File: src/rtl/b_muldiv_unit.sv
// Iterative 32-bit multiply/divide unit with architectural HI/LO registers.
// Radix-2 shift-add multiply and restoring divide share one 64-bit working register.
module b_muldiv_unit (
    input  logic        i_clk,
    input  logic        i_rst,
    input  logic        i_b_muldiv_start,
    input  logic [2:0]  i_b_muldiv_op,
    input  logic [31:0] i_b_muldiv_operand_1,
    input  logic [31:0] i_b_muldiv_operand_2,
    input  logic        i_b_muldiv_rd_req,
    input  logic        i_b_muldiv_flush,
    output logic        o_b_muldiv_busy,
    output logic        o_b_muldiv_stall,
    output logic        o_b_muldiv_done,
    output logic [31:0] o_b_muldiv_hi,
    output logic [31:0] o_b_muldiv_lo
);

    typedef enum logic [1:0] {IDLE, CALC, FIX} state_t;

    state_t      state;
    logic [4:0]  count;
    logic [63:0] acc;
    logic [31:0] op_b;
    logic [31:0] dividend_raw;
    logic        is_div;
    logic        neg_q;
    logic        neg_r;
    logic        div_zero;
    logic [31:0] hi;
    logic [31:0] lo;
    logic        done;

    logic        is_signed;
    logic        sign_1;
    logic        sign_2;
    logic [31:0] abs_1;
    logic [31:0] abs_2;
    logic [32:0] mul_sum;
    logic [63:0] mul_next;
    logic [32:0] div_shift;
    logic [32:0] div_trial;
    logic [63:0] div_next;
    logic [63:0] prod_neg;
    logic [31:0] quo_fix;
    logic [31:0] rem_fix;

    assign is_signed = ~i_b_muldiv_op[0];
    assign sign_1    = is_signed & i_b_muldiv_operand_1[31];
    assign sign_2    = is_signed & i_b_muldiv_operand_2[31];
    assign abs_1     = sign_1 ? -i_b_muldiv_operand_1 : i_b_muldiv_operand_1;
    assign abs_2     = sign_2 ? -i_b_muldiv_operand_2 : i_b_muldiv_operand_2;

    // Multiply: acc = {partial product, remaining multiplier bits}, shifted right each step
    assign mul_sum   = {1'b0, acc[63:32]} + (acc[0] ? {1'b0, op_b} : 33'd0);
    assign mul_next  = {mul_sum, acc[31:1]};

    // Divide: acc = {remainder, dividend/quotient}, shifted left each step
    assign div_shift = {acc[63:32], acc[31]};
    assign div_trial = div_shift - {1'b0, op_b};
    assign div_next  = div_trial[32] ? {div_shift[31:0], acc[30:0], 1'b0}
                                     : {div_trial[31:0], acc[30:0], 1'b1};

    assign prod_neg  = neg_q ? -acc : acc;
    assign quo_fix   = neg_q ? -acc[31:0] : acc[31:0];
    assign rem_fix   = neg_r ? -acc[63:32] : acc[63:32];

    always_ff @(posedge i_clk) begin
        if (i_rst) begin
            state        <= IDLE;
            count        <= 5'd0;
            acc          <= 64'd0;
            op_b         <= 32'd0;
            dividend_raw <= 32'd0;
            is_div       <= 1'b0;
            neg_q        <= 1'b0;
            neg_r        <= 1'b0;
            div_zero     <= 1'b0;
            hi           <= 32'd0;
            lo           <= 32'd0;
            done         <= 1'b0;
        end else begin
            done <= 1'b0;
            case (state)
                IDLE: begin
                    if (i_b_muldiv_start && !i_b_muldiv_flush) begin
                        if (!i_b_muldiv_op[2]) begin
                            state        <= CALC;
                            count        <= 5'd31;
                            acc          <= {32'd0, abs_1};
                            op_b         <= abs_2;
                            dividend_raw <= i_b_muldiv_operand_1;
                            is_div       <= i_b_muldiv_op[1];
                            neg_q        <= sign_1 ^ sign_2;
                            neg_r        <= sign_1;
                            div_zero     <= (i_b_muldiv_operand_2 == 32'd0);
                        end else if (i_b_muldiv_op[1:0] == 2'b00) begin
                            hi <= i_b_muldiv_operand_1;
                        end else if (i_b_muldiv_op[1:0] == 2'b01) begin
                            lo <= i_b_muldiv_operand_1;
                        end
                    end
                end
                CALC: begin
                    if (i_b_muldiv_flush) begin
                        state <= IDLE;
                    end else begin
                        acc   <= is_div ? div_next : mul_next;
                        count <= count - 5'd1;
                        if (count == 5'd0) begin
                            state <= FIX;
                        end
                    end
                end
                FIX: begin
                    state <= IDLE;
                    if (!i_b_muldiv_flush) begin
                        done <= 1'b1;
                        if (!is_div) begin
                            hi <= prod_neg[63:32];
                            lo <= prod_neg[31:0];
                        end else if (div_zero) begin
                            hi <= dividend_raw;
                            lo <= 32'hFFFF_FFFF;
                        end else begin
                            hi <= rem_fix;
                            lo <= quo_fix;
                        end
                    end
                end
                default: state <= IDLE;
            endcase
        end
    end

    assign o_b_muldiv_busy  = (state != IDLE);
    assign o_b_muldiv_stall = o_b_muldiv_busy & (i_b_muldiv_start | i_b_muldiv_rd_req);
    assign o_b_muldiv_done  = done;
    assign o_b_muldiv_hi    = hi;
    assign o_b_muldiv_lo    = lo;

endmodule
File: config.mk
export PLATFORM = sky130hd
export DESIGN_NAME = b_muldiv_unit
export DESIGN_NICKNAME = d
export VERILOG_FILES = /design/src/rtl/b_muldiv_unit.sv
export SDC_FILE = /design/constraint.sdc
export NUM_CORES = 1
export LEC_CHECK = 0
export CORE_UTILIZATION = 55
export CTS_CLUSTER_SIZE = 40
export DETAILED_ROUTE_END_ITERATION = 8
export PLACE_DENSITY = 0.76
export SETUP_SLACK_MARGIN = 0.02
export SYNTH_ARGS = -nofsm -noshare
export SYNTH_HDL_FRONTEND = slang
export SYNTH_SLANG_ARGS = --single-unit
File: constraint.sdc
create_clock -name i_clk -period 7.6 [get_ports i_clk]
set_input_delay 1.14 -clock i_clk [delete_from_list [all_inputs] [get_ports i_clk]]
set_output_delay 1.14 -clock i_clk [all_outputs]
set_load 0.01 [all_outputs]
==> out/results.txt <==
FILL cells: 2688
first-pass GRT wire length: 87.5 mm
Worst path depth: 10
Total Wirelength: 55.6 mm
crit end category: register
flop2flop setup slack: 3.07 ns
Fin Setup TNS: 0 ns
clock skew: 0.0221 ns
# IOs: 139
ratio of cells with drive above 1 in the final layout: 0.0460
Sequential Power Share: 0.382
Clk pwr share: 0.427
full die area: 30500 sq um
sw power: 0.000899 W
CTS Buf Count: 27
grt met3 use: 0.0518
mean area per synthesized cell: 7.24 sq um
Post-Syn Area: 16400 sq um
met1 Use GR: 0.506
commonest non-fill, non-tap cell in the layout: nor2_1
CTS HTree Levels: 1
Row Count: 62
Crit-path slowest cell: inv_1
Worst Path Arrival: 4.91 ns
CP peak stage delay: 0.86 ns
Hold Path Class: reg2reg
Slew @ Worst Pin: 1.24 ns
GRT Total Usage: 0.355
nature of the critical path startpoint: register
Seq/Total Area, Yosys: 0.249
slew margin rel.: 0.175
static leakage: 6.95 nW
Root Driver: clkbuf_16
met2 Use GR: 0.550
drt pass-1 iters: 5
global route overflow: 0
Post-synth EDFFs: 0
Reg area: 4090 sq um
detailed-placement wirelength estimate: 39.2 mm
commonest cells after routing, fill and taps aside: nor2_1 (244), a21oi_1 (224), nand2_1 (214)
initial antenna violation count: 0
post-route cell area: 18600 sq um
number of remaining DRC errors: 0
Die W: 175 um
post-synthesis async set-or-reset flop share: 0
core area: 29000 sq um
Area Growth Syn to Fin: 13.5%
WP buf/inv: 1
I/O Buffers: 138
Yosys warning total: 0
die height: 175 um
# diodes: 0
TritonCTS clock tree: done
P per Cell Area: 160 nW/um^2
CTS sink count: 204
kind of critical path: reg2reg
Mapped Nets: 2409
Initial Utilization: 0.565
via count: 17400
status: finished clean
unrepaired setup endpoints after global routing: no
RePlAce Congestion: 0.947
crit share post-route: 0.596
Vias/cell: 6.53
Post-Syn Instances: 2265
busiest grt layer: met2
postcts setup bufs: 0
Crit path max-delay family: simple AND/OR/NAND/NOR gates
Netlist cell types: 74
# setup viols final: 0
total internal power: 0.00208 W
Worst Reg-to-Reg Cells: 10
CP max FO: 31
detailed-route wire length per cell: 20.9 um
post-route minimum period: 4.53 ns
Clk Latency, worst-skew pair: 0.55 ns
Hold Startpoint: o_b_muldiv_lo[13]
Max Slew Vio Count: 0
largest net degree at the start of global routing: 103
Top FF cell, synth: dfxtp_1
Hold Violations, Final: 0
cell breakdown of the critical path: inv_1, ha_1, or3b_2, nor4_2, or4b_1, o21ai_1, xor2_1, nor3_1, a2111oi_0, nor3_1
Net Sw Frac: 0.301
antenna viol nets, final: 0
crit-path most repeated cell: nor3_1
cts hold-fix bufs: 0
Comb pwr share: 0.191
Worst-path clk slew: 0.06 ns
maxcap violations: 0
worst r2r dst: o_b_muldiv_hi[4]
Iter 0 DRT Violations: 1794
nets: 2409
Hold Path Sink: o_b_muldiv_lo[13]
post-cts repair resize count: 0
Longest Clk Path Bufs: 3
Multi-input gate area: 11400 sq um
number of synthesized register bits: 204
VDD IR max: 0.141 mV
DP Area: 17800 sq um
Hold Crit Depth: 2
vias in the first global route: 15800
Worst R2R Start: acc[0]
maximum clock frequency: 221 MHz
CP required: 7.98 ns
## kinds of logic (layout without fill, tap and decap cells)
kind of cell / count (synthesis) / after routing / share of synthesized area
XOR/XNOR: 172 / 172 / 0.0918
buffers and inverters: 250 / 267 / 0.0583
AND/OR/NAND/NOR: 781 / 781 / 0.226
AO/OA/AOI/OAI: 741 / 741 / 0.291
flip-flops: 204 / 204 / 0.249
adder cells (fa/ha/maj): 72 / 72 / 0.0558
multiplexers: 45 / 45 / 0.0280
## flip-flops by register name, summed over array words and instances (netlist names)
register         cells
op_b                32
state                2
div_zero             1
o_b_muldiv_hi       32
acc                 64
count                5
neg_r                1
is_div               1
o_b_muldiv_lo       32
dividend_raw        32
neg_q                1
o_b_muldiv_done      1
## through the flow
stage | std cells | total power, W | util | hold slack [ns] | setup WS [ns]
after floorplan | 2265 | 0.00152 | - | 0.431 | 4.22
after global placement | 2620 | 0.00170 | 0.612 | 0.437 | 3.18
after detailed placement | 2620 | 0.00171 | 0.612 | 0.443 | 3.06
after CTS | 2666 | 0.00297 | 0.642 | 0.451 | 3.15
after global routing | 2666 | 0.00307 | 0.642 | 0.469 | 2.78
final | 2666 | 0.00298 | 0.642 | 0.450 | 3.07
## tightest hold or removal path, cell delays in order, from the launching register on
cell	delay (ns)
dfxtp_1	0.31
nand2_1	0.05
a21oi_1	0.05
## area by class of cell
type / count / share of cell area
clock buffer: 37 / 0.0410
clock inverter: 9 / 0.00531
inverter: 60 / 0.0121
multi-input combinational: 1811 / 0.613
sequential: 204 / 0.220
tap: 384 / 0.0258
timing repair buffer: 161 / 0.0835
## synth_stat cells, types with 12 or more instances
library cell	number	area, sq um
a211oi_1	112	841
a21o_1	38	285
a21oi_1	226	1130
a22oi_1	15	113
a311oi_1	13	114
a31oi_1	21	131
and3_1	18	113
clkbuf_1	170	638
dfxtp_1	204	4080
ha_1	70	876
inv_1	60	225
mux2i_1	38	380
nand2_1	214	803
nand2b_1	24	150
nand3_1	31	155
nand4_1	14	87.6
nor2_1	246	923
nor2b_1	37	231
nor3_1	63	315
nor4_1	30	188
o211ai_1	22	165
o21a_1	15	113
o21ai_0	137	686
o221ai_1	31	272
o31ai_1	30	225
o41ai_1	14	123
or2_2	12	75.1
or3_1	36	225
or4_1	18	135
xnor2_1	109	955
xor2_1	63	552
## worst max-delay path by stage
stage / start / end / slack [ns]
after floorplan: i_b_muldiv_operand_1[3] / acc[29] / 4.22
final: acc[0] / o_b_muldiv_hi[4] / 3.07
after global routing: acc[0] / o_b_muldiv_hi[4] / 2.78
after detailed placement: i_b_muldiv_operand_1[4] / acc[29] / 3.06
after global placement: i_b_muldiv_flush / acc[58] / 3.18
after CTS: acc[0] / o_b_muldiv_hi[4] / 3.15
## layer usage
layer  vias to the layer above  share of wire
met5                         -              0
met3                       130          0.088
met2                       844           0.43
met1                      8192           0.45
li1                       8234              -
met4                         0          0.029
## power groups by stage
stage          clock, W  sequential (W)  combinational [W]
5_1_grt         0.00132         0.00114           0.000612
3_3_place_gp          0         0.00116           0.000544
6_report        0.00127         0.00114           0.000569
4_1_cts         0.00128         0.00114           0.000554
3_5_place_dp          0         0.00116           0.000550
2_1_floorplan         0         0.00115           0.000369
(Power assumes the default switching activity.)
